==> src/rtl/fifo_rd_stream_pkg.sv <==
// Shared constants for the FIFO read-side stream adapter.
//   BUF_DEPTH : entries in the output buffer
//   CNT_W     : width of the completed-handshake counter
//   RD_LAT    : read latency of the upstream synchronous FIFO, in cycles
//   PTR_W     : width of the buffer read/write pointers
package fifo_rd_stream_pkg;

    localparam int BUF_DEPTH = 3;
    localparam int CNT_W     = 16;
    localparam int RD_LAT    = 1;
    localparam int PTR_W     = 2;

    // Circular pointer advance over BUF_DEPTH entries (0,1,2,0,...).
    function automatic logic [PTR_W-1:0] ptr_inc(input logic [PTR_W-1:0] p);
        return (p == PTR_W'(BUF_DEPTH - 1)) ? '0 : p + PTR_W'(1);
    endfunction

endpackage

==> src/rtl/skid_buf3.sv <==
// Three-entry register FIFO used as the adapter's output buffer.
// Ports:
//   clk, rst    : clock, asynchronous active-high reset
//   push        : write push_data at the tail this edge
//   push_data   : word to write
//   pop         : remove the head entry this edge (ignored when empty)
//   head_data   : current head entry, 0 when the buffer is empty
//   occupancy   : number of words held, 0..3
module skid_buf3
    import fifo_rd_stream_pkg::*;
#(
    parameter int WIDTH = 8
) (
    input  logic             clk,
    input  logic             rst,
    input  logic             push,
    input  logic [WIDTH-1:0] push_data,
    input  logic             pop,
    output logic [WIDTH-1:0] head_data,
    output logic [1:0]       occupancy
);

    logic [WIDTH-1:0] mem [BUF_DEPTH];
    logic [PTR_W-1:0] wr_ptr;
    logic [PTR_W-1:0] rd_ptr;
    logic [1:0]       count;
    logic             pop_eff;

    assign pop_eff = pop & (count != 2'd0);

    always_ff @(posedge clk or posedge rst) begin
        if (rst) begin
            wr_ptr <= '0;
            rd_ptr <= '0;
            count  <= 2'd0;
        end else begin
            if (push) begin
                wr_ptr <= ptr_inc(wr_ptr);
            end
            if (pop_eff) begin
                rd_ptr <= ptr_inc(rd_ptr);
            end
            case ({push, pop_eff})
                2'b10:   count <= count + 2'd1;
                2'b01:   count <= count - 2'd1;
                default: count <= count;
            endcase
        end
    end

    // Data storage carries no reset; the empty mask on head_data below keeps
    // stale contents from ever reaching the output.
    always_ff @(posedge clk) begin
        if (push) begin
            mem[wr_ptr] <= push_data;
        end
    end

    assign head_data = (count != 2'd0) ? mem[rd_ptr] : '0;
    assign occupancy = count;

    // The upstream credit rule must never let a word land on a full buffer.
    a_no_overflow: assert property (@(posedge clk) disable iff (rst)
        !(push && count == 2'(BUF_DEPTH)));

endmodule

==> src/rtl/fifo_rd_stream.sv <==
// Read-side adapter for a synchronous FIFO with one cycle of read latency.
// Drains the FIFO through rd/empty/q and presents the words as a
// valid/ready stream. A 3-entry buffer absorbs the read latency so a
// steady consumer sees one word per cycle; fifo_rd is computed from
// registered state and FIFO flags only, never from out_ready.
// Ports:
//   clk, rst    : clock, asynchronous active-high reset
//   en          : 1 allows new FIFO reads
//   fifo_empty  : FIFO empty flag
//   fifo_q      : FIFO read data, valid one cycle after fifo_rd
//   fifo_rd     : FIFO read request
//   out_data    : stream data (buffer head)
//   out_valid   : stream valid
//   out_ready   : stream ready from consumer
//   occupancy   : words held in the output buffer, 0..3
//   xfer_cnt    : completed handshakes, wrapping
module fifo_rd_stream
    import fifo_rd_stream_pkg::*;
#(
    parameter int WIDTH = 8
) (
    input  logic             clk,
    input  logic             rst,
    input  logic             en,
    input  logic             fifo_empty,
    input  logic [WIDTH-1:0] fifo_q,
    output logic             fifo_rd,
    output logic [WIDTH-1:0] out_data,
    output logic             out_valid,
    input  logic             out_ready,
    output logic [1:0]       occupancy,
    output logic [CNT_W-1:0] xfer_cnt
);

    logic       inflight;
    logic       pop;
    logic [2:0] credits_used;

    // Words already buffered plus the word still in flight from the FIFO
    // must stay below the buffer depth before another read may be issued.
    assign credits_used = {1'b0, occupancy} + {2'b00, inflight};

    // rst gating keeps the request low while reset is held, even if the
    // FIFO reports data and draining is enabled.
    assign fifo_rd = ~rst & en & ~fifo_empty & (credits_used < 3'(BUF_DEPTH));

    assign out_valid = (occupancy != 2'd0);
    assign pop       = out_valid & out_ready;

    // Read issued last cycle: its data is on fifo_q now.
    always_ff @(posedge clk or posedge rst) begin
        if (rst) begin
            inflight <= 1'b0;
            xfer_cnt <= '0;
        end else begin
            inflight <= fifo_rd;
            if (pop) begin
                xfer_cnt <= xfer_cnt + CNT_W'(1);
            end
        end
    end

    skid_buf3 #(
        .WIDTH (WIDTH)
    ) u_buf (
        .clk       (clk),
        .rst       (rst),
        .push      (inflight),
        .push_data (fifo_q),
        .pop       (pop),
        .head_data (out_data),
        .occupancy (occupancy)
    );

endmodule

==> config.mk <==
export PLATFORM = sky130hd
export DESIGN_NAME = fifo_rd_stream
export DESIGN_NICKNAME = d
export VERILOG_FILES = /design/src/rtl/fifo_rd_stream_pkg.sv /design/src/rtl/skid_buf3.sv /design/src/rtl/fifo_rd_stream.sv
export SDC_FILE = /design/constraint.sdc
export NUM_CORES = 1
export LEC_CHECK = 0
export CORE_MARGIN = 2
export CORE_UTILIZATION = 35
export CTS_CLUSTER_DIAMETER = 100
export DETAILED_ROUTE_END_ITERATION = 6
export SLEW_MARGIN = 10
export SYNTH_ARGS = -nofsm -noshare
export SYNTH_HDL_FRONTEND = slang
export SYNTH_SLANG_ARGS = --single-unit
==> constraint.sdc <==
create_clock -name clk -period 3.1 [get_ports clk]
set_input_delay 0.465 -clock clk [delete_from_list [all_inputs] [get_ports clk]]
set_output_delay 0.465 -clock clk [all_outputs]
set_load 0.01 [all_outputs]
## Yosys cells after proc, flatten, opt, wreduce, memory -nomap -nowiden

Memory sizes are Yosys's and may differ from the RTL's.
Index checks and enable logic that the tools add are counted.

- Flip-flop bits (word level): 23
- Memory bits (writable): 24
- Input port bits: 13
- Output and inout bits: 28
- Logic and storage cells: 32
- Memories: 1

Memories:

| name | depth | width | rd ports | clocked after memory_dff | wr ports | line | RTL |
|---|---|---|---|---|---|---|---|
| u_buf.mem | 3 | 8 | 1 | 0 | 1 | skid_buf3.sv:23 | `logic [WIDTH-1:0] mem [BUF_DEPTH];` |

- Add/sub/neg operators: 6
- Magnitude comparators: 1
- Equality and inequality tests: 4
- Muxes and demuxes: 6
- Bitwise gates (word level): 7
- Reduce and logical (&&, ||, !) cells: 2

Operators with widths:

| kind | number |
|---|---|
| $add 16x1->16 const B | 1 |
| $mux 8 | 1 |
| $add 2x1->2 const B | 3 |
| $eq 2x2->1 const B | 3 |
| $and 1x1->1 | 5 |
| $mux 2 | 2 |
| $pmux 2 s2 | 1 |
| $reduce_bool 2->1 | 2 |
| $add 2x1->3 | 1 |
| $lt 3x2->1 const B | 1 |
| $eq 2x1->1 const B | 1 |
| $mux 1 | 2 |
| $not 1->1 | 2 |
| $sub 2x1->2 const B | 1 |

## Logic depth before layout (Yosys ltp)

- Depth after elaboration: 5
- Gate-level depth with buffers: 7
- Depth with buffers taken out: 6

## By module

Synthesis repeated with hierarchy kept, for this count alone.

- Cell total of the unflattened synthesis: 147
- Area total of the unflattened synthesis: 2,057.0 um^2

Modules (own cells, without submodules):

| module | instances | cells an instance | area an instance (um^2) | seq. area each (um^2) |
|---|---|---|---|---|
| skid_buf3 | 1 | 78 | 1,246.2 | 870.8 |
| fifo_rd_stream | 1 | 69 | 810.8 | 425.4 |

## Least setup slack after synthesis

OpenSTA, ideal clock, no wires.

- Path kind: input to output
- Start point: in rst
- End point: out fifo_rd
- Data arrival time: 1.366 ns
- Required time: 2.635 ns
- Slack: 1.269 ns
- Stages on the path: 3
- Buffers on the path: 0
- Cells stage by stage: inv_1 nand3_1 a21oi_1

- Cells in the longest elaborated chain, start to end: 4

Ends and longest elaborated chain:

| item | line | RTL |
|---|---|---|
| start: declaration | fifo_rd_stream.sv:23 | `input logic rst,` |
| $not 1->1 | fifo_rd_stream.sv:45 | `assign fifo_rd = ~rst & en & ~fifo_empty & (credits_used < 3'(BUF_DEPTH));` |
| $and 1x1->1 (3 in a row) | fifo_rd_stream.sv:45 |  |
| end: declaration | fifo_rd_stream.sv:27 | `output logic fifo_rd,` |

Every way passes these cells.

## Worst setup path in the final report

- Start point: reg u_buf.count[0], in the netlist u_buf.occupancy[0]
- End point: out fifo_rd

- Cells in the longest elaborated chain, start to end: 3

Ends and longest elaborated chain:

| item | line | RTL |
|---|---|---|
| start: declaration | skid_buf3.sv:26 | `logic [1:0] count;` |
| start signal: assignment | skid_buf3.sv:44 | `2'b10: count <= count + 2'd1;` |
| start signal: assignment | skid_buf3.sv:45 | `2'b01: count <= count - 2'd1;` |
| start signal: assignment | skid_buf3.sv:46 | `default: count <= count;` |
| $add 2x1->3 | fifo_rd_stream.sv:41 | `assign credits_used = {1'b0, occupancy} + {2'b00, inflight};` |
| $lt 3x2->1 | fifo_rd_stream.sv:45 |  |
| $and 1x1->1 | fifo_rd_stream.sv:45 |  |

Every way passes these cells.

==> reports/metrics.cfg <==
[setup_path]
r2r-end = u_buf.mem[1][1]
crit_arrival_ns = 2.12
r2r_start = inflight
max_stage_delay_ns = 0.58
crit_path_start_kind = register
critical_path.cell_chain = ha_1 > ha_1 > nor2_1 > nand3_1 > a21oi_1 > clkdlybuf4s50_1
rrSetupSlack_ns = 1.39
cp-end-kind = output port
critPathRequiredTime_ns = 2.63
path_common_cell = ha_1
crit_type = reg2out
crit_slowest_cell = clkdlybuf4s50_1
rr_worst_depth = 3
cp_max_fo = 6

[pwr]
combPwrFrac_pct = 34.6
powerDensity_nw_per_um2 = 805
pwr-share-clk_pct = 20.7
swShare_pct = 32.1
switchingPower_mw = 0.661
p_int_mw = 1.40
leakagePower_nw = 1.05
irDropWorstVdd_mv = 0.324
power_frac_seq_pct = 44.8

[die]
fp.dieW_um = 78.8
fp-row-count = 27
coreArea_um2 = 5440
fp.dieArea_um2 = 6210
die_h_um = 78.8
io_pins = 41
start_util_pct = 36.0

[timing]
max_freq_ghz = 0.387
post-route-min-period_ns = 2.58
hold_violations = 0
slew_headroom_pct = 48.7
finalSetupViolations = 0
drv_slew = 0
rsz0062_at_grt = false
fin_crit_sh_pct = 83.4
tightest_slew_ns = 0.768
setup_tns_ns = 0
fin_skew_ns = 0.00526

[hold_path]
holdPathStages = 1
min_from = xfer_cnt[15]
hp-class = reg2reg
whs_endpoint = xfer_cnt[15]

[drt]
drt-total-wl_um = 3640
via_per_inst = 4.61
drc_errors = 0
antenna_left = 0
num_vias = 1240
wl_per_cell_um = 13.5
dr.pass1.iters = 3
drtIter0Drc = 86

[clock_network]
clock_path_buffers = 2
numCtsBuffers = 5
htree_levels = 2
post-cts-setup-buffer-count = 0
clk_pin_slew_ns = 0.08
clk_latency_ns = 0.29
cts_root_buf = clkbuf_8
cts_sinks = 47
cts_hold_buffers = 0
ctsResizeCount = 0
tritoncts = built

[logic_synthesis]
yosys_register_bits = 47
synth_edf_count = 24
ys.flop_type = edfxtp_1
synth-async-reset-ratio_pct = 48.9
synth_warnings = 0
ys_seq_area_share_pct = 66.2
synthDistinctLibCells = 24
synth_area_um2 = 1960
syn_area_per_cell_um2 = 13.0
syn-instance-count = 150
syn-num-nets = 167

[global_route]
grt_overflow = 0
grt_max_degree = 24
grt_pass1_vias = 1217
grtUsageTotal_pct = 12.9
grt_pass1_wl_um = 6020
antenna_found_initial = 0

[cells_and_area]
area_growth_pct = 30.7
diodes = 0
drive_gt1_share_pct = 6.60
nNetsFinal = 213
instances_no_fill = 269
fillers = 492
multiInputGateArea_um2 = 622
seq_area_um2 = 1300

[placement]
io_buffers = 40
dp.cells = 261
place.gp.congestion = 0.801
place_hpwl_um = 2670

[job]
cap_violations = 0

[outcome]
outcome = finished, final reports clean

[logic make-up (layout without fill, tap and decap cells)]
kind of cell    after synthesis  after routing  synth area share, %
flops                        47             47                 66.2
compound gates               14             14                 4.54
fa+ha+maj                     4              4                 2.56
buf+inv                       9             56                 1.98
xor+xnor                     18             18                 8.06
mux                           8              8                 4.09
simple gates                 50             50                 12.5
[area by class of cell]
cell class              count  area share (%)
multi-input cells          94            24.3
repair buffers             43            16.5
clock inverters             3            1.52
inverters                   5           0.734
flip-flops and latches     47            50.7
clock buffers               5            2.69
well taps                  72            3.52
[worst max path at each step]
stage / from / endpoint / slack, ns / depth (start not counted)
after floorplan: rst / fifo_rd / 1.27 / 3
after global placement: fifo_empty / fifo_rd / 0.80 / 5
after detailed placement: fifo_empty / fifo_rd / 0.79 / 5
after CTS: u_buf.occupancy[0] / fifo_rd / 0.47 / 6
after global routing: u_buf.occupancy[0] / fifo_rd / 0.34 / 6
final: u_buf.occupancy[0] / fifo_rd / 0.52 / 6
[power by group through the flow]
stage | clock network (mW) | registers, mW | logic (mW)
global placement | 0 | 0.932 | 0.710
detailed placement | 0 | 0.942 | 0.724
CTS | 0.443 | 0.928 | 0.728
finish | 0.426 | 0.922 | 0.712
floorplan | 0 | 0.877 | 0.420
global route | 0.472 | 0.948 | 0.777
[metal layers]
layer | vias up | wire [µm] | GRT usage (%)
met4 | 0 | 77 | 5.26
met1 | 608 | 1500 | 15.5
met5 | - | 0 | 0
met3 | 6 | 118 | 3.75
met2 | 15 | 1940 | 21.6
li1 | 611 | - | -
[through the flow]
stage	utilization (%)	total power, mW	cell area (µm²)	worst slack (ns)	hold slack (ns)
floorplan	-	1.30	1960	1.27	0.476
global placement	45.0	1.64	2450	0.803	0.467
detailed placement	45.0	1.67	2450	0.793	0.474
CTS	47.0	2.10	2560	0.474	0.492
global route	47.0	2.20	2560	0.342	0.505
finish	47.0	2.06	2560	0.516	0.488
[state kept, by name, indices dropped and copies added (netlist names)]
| name | cells |
|---|---|
| xfer_cnt | 16 |
| u_buf.wr_ptr | 2 |
| inflight | 1 |
| u_buf.occupancy | 2 |
| u_buf.rd_ptr | 2 |
| u_buf.mem | 24 |
[cells in the final DEF (no fill, tap or decap), types with 2 or more instances in the layout]
cell type | Yosys | layout
clkdlybuf4s50_1 | 0 | 40
edfxtp_1 | 24 | 24
dfrtp_1 | 23 | 23
nor2_1 | 22 | 22
xnor2_1 | 12 | 12
nand2_1 | 10 | 10
a21oi_1 | 9 | 9
mux2i_1 | 8 | 8
nand3_1 | 6 | 6
xor2_1 | 6 | 6
inv_1 | 5 | 5
clkbuf_8 | 0 | 5
and3_1 | 4 | 4
ha_1 | 4 | 4
a21o_1 | 3 | 3
buf_4 | 1 | 3
nand4_1 | 2 | 2
nor3_1 | 2 | 2
[cells in the mapped netlist, types with 3 or more instances]
library cell	count	area (µm²)
nand2_1	10	37.5
nor2_1	22	82.6
mux2i_1	8	80.1
ha_1	4	50.1
xnor2_1	12	105
a21o_1	3	22.5
and3_1	4	25.0
xor2_1	6	52.6
inv_1	5	18.8
edfxtp_1	24	721
nand3_1	6	30.0
dfrtp_1	23	576
a21oi_1	9	45.0
[worst max-delay path, delay by kind of cell (launching register included)]
kind	cells	cell delay, ns
AOI/OAI and AO/OA	1	0.19
adders and majority gates	2	0.41
buffers and inverters	1	0.58
DFF	1	0.48
and+or+nand+nor	2	0.16
Power figures use the tool's default switching activity.
